File: config.mk
export PLATFORM = sky130hd
export DESIGN_NAME = ofm_readout_flat
export DESIGN_NICKNAME = d
export VERILOG_FILES = /design/src/rtl/cnn_pkg.sv /design/src/rtl/ofm_readout_if.sv /design/src/rtl/sync_fifo_fwft.sv /design/src/rtl/ofm_readout.sv /design/src/flat_wrapper.sv
export SDC_FILE = /design/constraint.sdc
export NUM_CORES = 1
export LEC_CHECK = 0
export ABC_CLOCK_PERIOD_IN_PS = 7600
export CAP_MARGIN = 20
export CORE_MARGIN = 1.5
export CORE_UTILIZATION = 50
export CTS_CLUSTER_SIZE = 28
export DETAILED_ROUTE_END_ITERATION = 10
export PLACE_DENSITY = 0.72
export SYNTH_ARGS = -nofsm -noshare
export SYNTH_HDL_FRONTEND = slang
export SYNTH_HIERARCHICAL = 1
export SYNTH_SLANG_ARGS = --single-unit
File: constraint.sdc
create_clock -name clk -period 7.6 [get_ports clk]
set_clock_uncertainty 0.2 [all_clocks]
set_input_delay 1.52 -clock clk [delete_from_list [all_inputs] [get_ports clk]]
set_output_delay 1.52 -clock clk [all_outputs]
set_load 0.01 [all_outputs]
File: src/rtl/cnn_pkg.sv
// cnn_pkg: shared OFM geometry constants and the readout FSM state type
package cnn_pkg;
  localparam int DATA_WIDTH = 64;
  localparam int OFM_RAM_SIZE = 2378675;
  localparam int ADDR_W = $clog2(OFM_RAM_SIZE);
  typedef enum logic [1:0] {IDLE, READ, DRAIN, FIN} readout_state_t;
endpackage

File: src/rtl/ofm_readout_if.sv
// ofm_readout_if: valid/ready word stream (valid, data, last from master; ready from slave)
interface ofm_readout_if #(parameter int DW = 64);
  logic valid;
  logic last;
  logic ready;
  logic [DW-1:0] data;
  modport master(output valid, data, last, input ready);
  modport slave(input valid, data, last, output ready);
endinterface

File: src/rtl/sync_fifo_fwft.sv
// sync_fifo_fwft: first-word-fall-through FIFO; ports push/pop/din in, dout/empty/full/count out
module sync_fifo_fwft #(
  parameter int DATA_WIDTH = 64,
  parameter int FIFO_DEPTH = 4
) (
  input  logic                        clk,
  input  logic                        rst_n,
  input  logic                        push,
  input  logic                        pop,
  input  logic [DATA_WIDTH-1:0]       din,
  output logic [DATA_WIDTH-1:0]       dout,
  output logic                        empty,
  output logic                        full,
  output logic [$clog2(FIFO_DEPTH):0] count
);
  localparam int AW = $clog2(FIFO_DEPTH);
  localparam int CW = AW + 1;
  logic [DATA_WIDTH-1:0] mem [FIFO_DEPTH];
  logic [AW-1:0] wptr, rptr;
  logic do_push, do_pop;
  assign do_pop = pop && !empty;
  // a push into a full FIFO is still honoured when a pop frees a slot in the same cycle
  assign do_push = push && (!full || do_pop);
  assign empty = count == '0;
  assign full = count == CW'(FIFO_DEPTH);
  assign dout = mem[rptr];
  always_ff @(posedge clk or negedge rst_n)
    if (!rst_n) begin
      wptr <= '0;
      rptr <= '0;
      count <= '0;
    end else begin
      wptr <= wptr + AW'(do_push);
      rptr <= rptr + AW'(do_pop);
      count <= count + CW'(do_push) - CW'(do_pop);
    end
  always_ff @(posedge clk)
    if (do_push) mem[wptr] <= din;
endmodule

File: src/rtl/ofm_readout.sv
// ofm_readout: drains num_words OFM RAM words from base_addr (on start) into stream m; ram_* = RAM port A, busy/done = status
module ofm_readout
  import cnn_pkg::*;
#(
  parameter int CNT_W = 22,
  parameter int FIFO_DEPTH = 4
) (
  input  logic                  clk,
  input  logic                  rst_n,
  input  logic                  start,
  input  logic [ADDR_W-1:0]     base_addr,
  input  logic [CNT_W-1:0]      num_words,
  output logic                  ram_rd_en,
  output logic [ADDR_W-1:0]     ram_addr,
  input  logic [DATA_WIDTH-1:0] ram_rd_data,
  ofm_readout_if.master         m,
  output logic                  busy,
  output logic                  done
);
  localparam int CW = $clog2(FIFO_DEPTH) + 1;
  readout_state_t state, state_nx;
  logic [ADDR_W-1:0] addr_q;
  logic [CNT_W-1:0] num_q, issued, accepted;
  logic inflight, pop, empty, full, credit_ok, last_head;
  logic [CW-1:0] count;
  logic [DATA_WIDTH-1:0] dout;
  sync_fifo_fwft #(.DATA_WIDTH(DATA_WIDTH), .FIFO_DEPTH(FIFO_DEPTH)) u_fifo (
    .clk(clk), .rst_n(rst_n), .push(inflight), .pop(pop), .din(ram_rd_data),
    .dout(dout), .empty(empty), .full(full), .count(count)
  );
  // reads already in flight count against FIFO space so the FIFO can never overflow
  assign credit_ok = (count + CW'(inflight)) < CW'(FIFO_DEPTH);
  assign pop = !empty && m.ready;
  assign last_head = accepted == num_q - CNT_W'(1);
  assign m.valid = !empty;
  assign m.data = dout;
  assign m.last = !empty && last_head;
  assign ram_addr = addr_q;
  always_ff @(posedge clk or negedge rst_n)
    if (!rst_n) state <= IDLE;
    else state <= state_nx;
  always_comb begin
    state_nx = state;
    case (state)
      IDLE: if (start) state_nx = (num_words == '0) ? FIN : READ;
      READ: if (ram_rd_en && issued == num_q - CNT_W'(1)) state_nx = DRAIN;
      DRAIN: if (pop && last_head) state_nx = FIN;
      default: state_nx = IDLE;
    endcase
  end
  always_comb begin
    ram_rd_en = state == READ && credit_ok;
    busy = state == READ || state == DRAIN;
    done = state == FIN;
  end
  always_ff @(posedge clk or negedge rst_n)
    if (!rst_n) begin
      addr_q <= '0;
      num_q <= '0;
      issued <= '0;
      accepted <= '0;
      inflight <= 1'b0;
    end else begin
      inflight <= ram_rd_en;
      if (state == IDLE && start) begin
        addr_q <= base_addr;
        num_q <= num_words;
        issued <= '0;
        accepted <= '0;
      end else begin
        if (ram_rd_en) begin
          addr_q <= (addr_q == ADDR_W'(OFM_RAM_SIZE - 1)) ? '0 : addr_q + ADDR_W'(1);
          issued <= issued + CNT_W'(1);
        end
        if (pop) accepted <= accepted + CNT_W'(1);
      end
    end
endmodule
File: src/flat_wrapper.sv
// flat-port wrapper written by rule: the top's interface ports become plain ports
module ofm_readout_flat import cnn_pkg::*;
#(
  parameter int CNT_W = 22,
  parameter int FIFO_DEPTH = 4
)
  (clk, rst_n, start, base_addr, num_words, ram_rd_en, ram_addr, ram_rd_data, busy, done, m_valid, m_data, m_last, m_ready);
  ofm_readout_if m_i ();
  input  logic clk;
  input  logic rst_n;
  input  logic start;
  input  logic [ADDR_W-1:0] base_addr;
  input  logic [CNT_W-1:0] num_words;
  output logic ram_rd_en;
  output logic [ADDR_W-1:0] ram_addr;
  input  logic [DATA_WIDTH-1:0] ram_rd_data;
  output logic busy;
  output logic done;
  output wire logic [$bits(m_i.valid)-1:0] m_valid;
  output wire logic [$bits(m_i.data)-1:0] m_data;
  output wire logic [$bits(m_i.last)-1:0] m_last;
  input wire logic [$bits(m_i.ready)-1:0] m_ready;
  assign m_valid = m_i.valid;
  assign m_data = m_i.data;
  assign m_last = m_i.last;
  assign m_i.ready = m_ready;
  ofm_readout #(.CNT_W(CNT_W), .FIFO_DEPTH(FIFO_DEPTH)) u_core (.clk(clk), .rst_n(rst_n), .start(start), .base_addr(base_addr), .num_words(num_words), .ram_rd_en(ram_rd_en), .ram_addr(ram_addr), .ram_rd_data(ram_rd_data), .m(m_i), .busy(busy), .done(done));
endmodule
==> key figures, run 1 <==
Yosys
  – Cells after Synth: 1079
  – Synth area leaders: edfxtp_1 48%, dfrtp_1 15%, mux4_2 8.5%
  – Post-Syn Area: 16000 um2
  – Yosys reg bits: 354
  – Synth cell types: 71
  – Synth warn: 6
  – Top-count cell post-synth: edfxtp_1
  – Top cell type by total area after synthesis: edfxtp_1
  – Post-synth EDFFs: 256
  – Post-synth top area share: 0.481
  – Ys async rst share: 0.277
  – Seq/Total Area, Yosys: 0.635
  – Synth cell count leaders: 256 x edfxtp_1, 98 x dfrtp_1, 76 x nor2_1
  – Post-Syn Area per Cell: 14.8 um2
  – Main flop type after synthesis: edfxtp_1
  – Mapped Nets: 1204

Timing
  – Hold slack: 0.351 ns
  – Tmin final: 6.38 ns
  – Final Max Slew Viols: 0
  – Setup TNS Final: 0 ns
  – Final Hold Fails: 0
  – Slew HR: 0.369
  – Worst-Margin Slew: 0.946 ns
  – Final setup violation count: 0
  – Final period util: 0.839
  – Highest achievable clock rate: 157 MHz
  – RSZ-0062 raised after global routing: false

CTS
  – Clock sink count: 354
  – Clock H-tree levels: 2
  – Num CTS Buffers: 39
  – Clock buffer depth: 3
  – # resized after CTS: 0
  – Hold buffer count at cts: 0
  – CTS tree: built
  – CTS clk-pin slew, worst paths: 0.06 ns
  – Worst-Skew Late Latency: 0.53 ns
  – Post-CTS setup buffer count: 0
  – Root Buffer: clkbuf_16

Drt
  – Detailed Routing Iterations Pass 1: 5
  – DR vias: 9917
  – Post-detailed-routing wire length: 35.5 mm
  – Vias per cell: 5.82
  – DRC: 0
  – ANT nets after route: 0
  – WL per Instance: 20.8 um
  – Drt first-iter violations: 728

Min path
  – Hold Crit Class: flop to flop

Worst setup path
  – Crit path arrival time: 4.66 ns
  – Crit path launch: u_core/num_q[8]$_DFFE_PN0P_
  – Crit end category: output port
  – FF-to-FF setup slack: 3.22 ns
  – CP Capture Point: m_last
  – RR Endpoint: u_core/state[1]$_DFFE_PN0P_
  – Worst r2r path cells: 10
  – WS Path Type: flop to output port
  – Worst EP required: 5.88 ns
  – Worst-path maximum fanout: 14
  – CP Launch Type: flop
  – Worst reg2reg path startpoint: u_core/num_q[0]$_DFFE_PN0P_

Global routing
  – Number of global-route vias before repair: 9913
  – Overflow after GRT: 0
  – All-Layer GR Usage: 0.217
  – Initial antenna violation count: 1
  – Largest net degree at the start of global routing: 72
  – First-pass GRT wire length: 55.6 mm

Power
  – Gate power share: 0.346
  – Worst vdd ir: 0.244 mV
  – Leakage: 6.76 nW
  – Net Switching: 2.32 mW
  – P_int: 4.81 mW
  – Clock Power Share: 0.256
  – Sw Share: 0.325
  – Seq pwr share: 0.398
  – PD cells: 365 nW/um2

Floorplanning
  – IO Pins: 203
  – Core ar.: 31500 um2
  – Die height: 182 um
  – Initial cell density of the core: 0.508
  – Num rows: 65
  – DIE AREA: 33000 um2
  – Die width: 182 um

Finish
  – # diodes: 0
  – Finished Layout Cells: 1705
  – Share of layout cells above drive strength 1: 0.130
  – Nets: 1400
  – Filler cell count: 2370
  – FF/Latch Area: 10100 um2
  – Area growth, synth to finish: 22.1%
  – Area of the multi-input gates: 5420 um2

Place
  – GP Congestion: 0.930
  – Cells after DPL: 1636
  – IO buf count: 202
  – Half-perimeter wire length after placement: 23.4 mm

Job
  – Total of max-cap violations: 0

Outcome
  – Status: finished, final reports clean
## stage by stage
stage	worst slack (ns)	util	area [um2]	power, mW
detailed placement	1.76	0.580	18300	5.34
floorplan	0.0381	-	16000	4.37
finish	1.22	0.620	19500	7.13
CTS	1.17	0.620	19500	7.20
global route	0.889	0.620	19500	7.50
global placement	1.71	0.580	18300	5.31
## area by class of cell
cell class / count / area share
Sequential cell: 354 / 0.520
Multi-Input combinational cell: 645 / 0.278
Timing Repair Buffer: 217 / 0.109
Clock buffer: 48 / 0.0517
Tap cell: 402 / 0.0258
Clock inverter: 21 / 0.0122
Inverter: 18 / 0.00346
## state kept, by name, summed over array words and instances, names as in the netlist
name / cells
u_core/accepted: 22
u_core/inflight: 1
u_core/issued: 22
u_core/num_q: 22
u_core/ram_addr: 22
u_core/state: 2
u_core/u_fifo/count: 3
u_core/u_fifo/mem: 256
u_core/u_fifo/rptr: 2
u_core/u_fifo/wptr: 2
## routing by layer
layer / vias to the layer above / routed length [um] / global-route usage / part of all wire
li1: 4595 / - / - / -
met1: 4942 / 15200 / 0.295 / 0.43
met4: 2 / 1100 / 0.0763 / 0.031
met3: 61 / 2380 / 0.0429 / 0.067
met2: 317 / 16800 / 0.350 / 0.47
met5: - / 9 / 0 / 0.00025
## how the worst min path moves through the flow
stage | startpoint | endpoint | slack [ns] | depth (start not counted)
final | u_core/state[1]$_DFFE_PN0P_ | u_core/state[1]$_DFFE_PN0P_ | 0.35 | 1
after global routing | u_core/ram_addr[20]$_DFFE_PN0P_ | u_core/ram_addr[20]$_DFFE_PN0P_ | 0.39 | 2
after CTS | u_core/state[1]$_DFFE_PN0P_ | u_core/state[1]$_DFFE_PN0P_ | 0.35 | 1
after detailed placement | u_core/state[1]$_DFFE_PN0P_ | u_core/state[1]$_DFFE_PN0P_ | 0.34 | 1
after global placement | u_core/state[1]$_DFFE_PN0P_ | u_core/state[1]$_DFFE_PN0P_ | 0.33 | 1
after floorplan | u_core/u_fifo/wptr[1]$_DFF_PN0_ | u_core/u_fifo/wptr[1]$_DFF_PN0_ | 0.29 | 1
## cells in the final DEF, fill, tap and decap left out, types with 9 or more instances in the layout
cell	count
nor4_1	22
or3_1	11
nand4_1	19
nand3_1	46
xnor2_1	40
mux4_2	60
nor2b_1	14
xor2_1	39
buf_4	16
a221o_1	11
nor3_1	15
and3_1	17
nand2_1	47
nor2_1	75
clkbuf_1	9
clkdlybuf4s50_1	201
ha_1	12
clkinv_1	10
nand2b_1	14
inv_1	18
a21oi_1	13
mux2_2	19
dfrtp_1	96
edfxtp_1	256
o21ai_0	43
clkbuf_16	39
## worst max-delay path: stages, from the launching register on
cell             delay [ns]
dfrtp_1                0.48
nor4_2                 0.64
nand2_1                0.44
nor4_1                 0.47
nor2_1                 0.06
or4_1                  0.39
or4_1                  0.51
or4_1                  0.43
nor2_1                 0.15
clkdlybuf4s50_1        0.55
## power groups by stage
| stage | Sequential (mW) | Combinational (mW) | Clock [mW] |
|---|---|---|---|
| floorplan | 2.66 | 1.71 | 0 |
| global placement | 2.85 | 2.46 | 0 |
| detailed placement | 2.88 | 2.47 | 0 |
| CTS | 2.85 | 2.48 | 1.87 |
| global route | 2.90 | 2.65 | 1.95 |
| finish | 2.84 | 2.47 | 1.82 |
## cells by family (layout without fill, tap and decap cells)
logic type,count (synthesis),after routing,synth area share
compound gates,128,128,0.0565
xor+xnor,83,83,0.0489
fa+ha+maj,13,13,0.0106
buf+inv,80,304,0.0280
flops,354,354,0.635
mux,89,89,0.108
simple gates,332,332,0.113
Power figures use the tool's default switching activity.
==> run 2, diff against run 1 <==
--- a/config.mk
+++ b/config.mk
@@ -5,7 +5,7 @@
 export SDC_FILE = /design/constraint.sdc
 export NUM_CORES = 1
 export LEC_CHECK = 0
-export ABC_CLOCK_PERIOD_IN_PS = 7600
+export ABC_CLOCK_PERIOD_IN_PS = 6360
 export CAP_MARGIN = 20
 export CORE_MARGIN = 1.5
 export CORE_UTILIZATION = 50
==> constraint.sdc (replaced) <==
create_clock -name clk -period 6.36 [get_ports clk]
set_clock_uncertainty 0.2 [all_clocks]
set_input_delay 1.272 -clock clk [delete_from_list [all_inputs] [get_ports clk]]
set_output_delay 1.272 -clock clk [all_outputs]
set_load 0.01 [all_outputs]
==> key figures, run 2 (same netlist as run 1, synthesis figures left out) <==
Timing
  – Tmin final: 6.08 ns
  – Final setup violation count: 0 (unchanged)
  – Final period util: 0.956
  – RSZ-0062 raised after global routing: false
  – Slew HR: 0.323 (-0.0458)
  – Worst-Margin Slew: 1.00 ns (+0.0556 ns)
  – Setup ws final: 0.283 ns (-0.938 ns)
  – Final Max Slew Viols: 0 (unchanged)
  – Setup TNS Final: 0 ns (unchanged)
  – Highest achievable clock rate: 165 MHz
  – Final Hold Fails: 0 (unchanged)

Power
  – Worst vdd ir: 0.261 mV (+6.9%)
  – Leakage: 6.82 nW (+0.88%)
  – Sw Share: 0.321 (-0.00457)
  – P_int: 5.86 mW (+22%)
  – Net Switching: 2.77 mW (+19%)
  – Overall Power: 8.63 mW (+21%)
  – Clock Power Share: 0.264 (+0.008)
  – Seq pwr share: 0.389 (-0.009)
  – PD cells: 440 nW/um2 (+20%)
  – Gate power share: 0.347 (about the same)

Floorplanning
  – Num rows: 65 (unchanged)
  – Die height: 182 um (unchanged)
  – DIE AREA: 33000 um2 (unchanged)
  – Initial cell density of the core: 0.508 (unchanged)
  – IO Pins: 203 (unchanged)
  – Core ar.: 31500 um2 (unchanged)
  – Die width: 182 um (unchanged)

Finish
  – Share of layout cells above drive strength 1: 0.134 (+0.00471)
  – Filler cell count: 2339 (-1.3%)
  – Most frequent cells in the layout: 256 x edfxtp_1, 201 x clkdlybuf4s50_1, 96 x dfrtp_1
  – Largest register FFs: 256 (unchanged)
  – # diodes: 0 (unchanged)
  – Most flops, register: u_core/u_fifo/mem
  – Area growth, synth to finish: 22.8%
  – Nets: 1399 (-0.071%)
  – Most common cell after layout, fill and taps aside: edfxtp_1

CTS
  – Clock sink count: 354 (unchanged)
  – CTS clk-pin slew, worst paths: 0.05 ns (about the same)
  – Post-CTS setup buffer count: 0 (unchanged)
  – Root Buffer: clkbuf_16
  – # resized after CTS: 0 (unchanged)
  – Num CTS Buffers: 38 (-2.6%)
  – CTS tree: built
  – Worst-Skew Late Latency: 0.53 ns (about the same)
  – Hold buffer count at cts: 0 (unchanged)
  – Clock buffer depth: 3 (unchanged)
  – Clock H-tree levels: 2 (unchanged)

Place
  – Pre-CTS WS: 0.809 ns (-0.952 ns)
  – IO buf count: 202 (unchanged)
  – Half-perimeter wire length after placement: 23.5 mm (+0.34%)
  – GP Congestion: 0.952 (+2.4%)

Drt
  – Detailed Routing Iterations Pass 1: 5 (unchanged)
  – DR vias: 9933 (+0.16%)
  – WL per Instance: 20.8 um (-0.22%)
  – Post-detailed-routing wire length: 35.4 mm (-0.28%)
  – Drt first-iter violations: 636 (-13%)
  – DRC: 0 (unchanged)
  – ANT nets after route: 0 (unchanged)
  – Vias per cell: 5.83 (+0.22%)

Worst setup path
  – CP most frequent cell: or4_1
  – CP Launch Type: flop
  – WS Path Type: flop to output port
  – Crit path arrival time: 4.61 ns (-0.05 ns)
  – Slowest CP cell: nor4_2
  – Worst EP required: 4.89 ns (-0.99 ns)
  – Slowest stage delay, CP: 0.64 ns (about the same)
  – Crit end category: output port
  – Worst-path maximum fanout: 9 (-5)
  – Worst-path cell chain: inv_1 -> ha_1 -> or3b_2 -> nor4_2 -> xnor2_1 -> o21ai_0 -> or4_1 -> or4_1 -> nor2_1 -> clkdlybuf4s50_1

Global routing
  – All-Layer GR Usage: 0.217 (+0.000367)
  – Largest net degree at the start of global routing: 69 (-4.2%)
  – Initial antenna violation count: 2 (+1)
  – Overflow after GRT: 0 (unchanged)
  – Number of global-route vias before repair: 10100 (+1.9%)
  – First-pass GRT wire length: 56.0 mm (+0.71%)

Outcome
  – Status: finished, final reports clean

Min path
  – Hold Crit Class: flop to flop

Job
  – Total of max-cap violations: 0 (unchanged)
==> run 2: final cells by class <==
cell class	count	area [um2]	area share
inverters	18	67.6	0.00344
repair buffers	217	2150	0.110
clock inverters	14	243	0.0124
well taps	402	503	0.0256
flip-flops and latches	354	10100	0.517
multi-input cells	645	5440	0.277
clock buffers	54	1080	0.0551
==> run 2: path summary, 6_finish.rpt <==
check / slack [ns] / start / cells after the start / to
worst max-delay path: 0.28 / u_core/num_q[0]$_DFFE_PN0P_ / 10 / m_last
worst min-delay path: 0.35 / u_core/state[1]$_DFFE_PN0P_ / 1 / u_core/state[1]$_DFFE_PN0P_
worst max register to register: 1.89 / u_core/num_q[0]$_DFFE_PN0P_ / 10 / u_core/state[1]$_DFFE_PN0P_
worst min register to register: 0.35 / u_core/state[1]$_DFFE_PN0P_ / 1 / u_core/state[1]$_DFFE_PN0P_
max in group asynchronous: 4.15 / rst_n / 2 / u_core/u_fifo/rptr[0]$_DFF_PN0_
min in group asynchronous: 0.48 / rst_n / 1 / u_core/issued[18]$_DFFE_PN0P_
==> run 2: routing by layer <==
layer / routed length, um / global-route usage / share of wire
met5: 18 / 0 / 0.00051
met4: 859 / 0.0630 / 0.024
met3: 2280 / 0.0423 / 0.064
met2: 16800 / 0.351 / 0.47
met1: 15500 / 0.302 / 0.44
==> run 2: through the flow <==
| step | hold slack, ns | std cells | utilization | instance area (um2) |
|---|---|---|---|---|
| after global placement | 0.334 | 1634 | 0.580 | 18300 |
| final | 0.349 | 1704 | 0.624 | 19600 |
| after global routing | 0.366 | 1704 | 0.624 | 19600 |
| after detailed placement | 0.341 | 1634 | 0.580 | 18300 |
| after CTS | 0.353 | 1702 | 0.623 | 19600 |
| after floorplan | 0.301 | 1079 | - | 16000 |
==> run 2: critical path, delay by kind of cell (launching register included) <==
family | cells | cell delay [ns]
and+or+nand+nor | 5 | 2.30
xor gates and xnor gates | 1 | 0.25
AOI/OAI and AO/OA | 1 | 0.13
DFF | 1 | 0.45
adders and majority gates | 1 | 0.29
buffers and inverters | 2 | 0.67
==> run 2: power groups by stage <==
| stage | sequential [mW] | combinational [mW] | clock (mW) |
|---|---|---|---|
| 2_1_floorplan | 3.17 | 2.05 | 0 |
| 3_3_place_gp | 3.44 | 2.91 | 0 |
| 3_5_place_dp | 3.46 | 2.93 | 0 |
| 4_1_cts | 3.42 | 2.94 | 2.33 |
| 5_1_grt | 3.42 | 3.24 | 2.42 |
| 6_report | 3.36 | 3.00 | 2.28 |
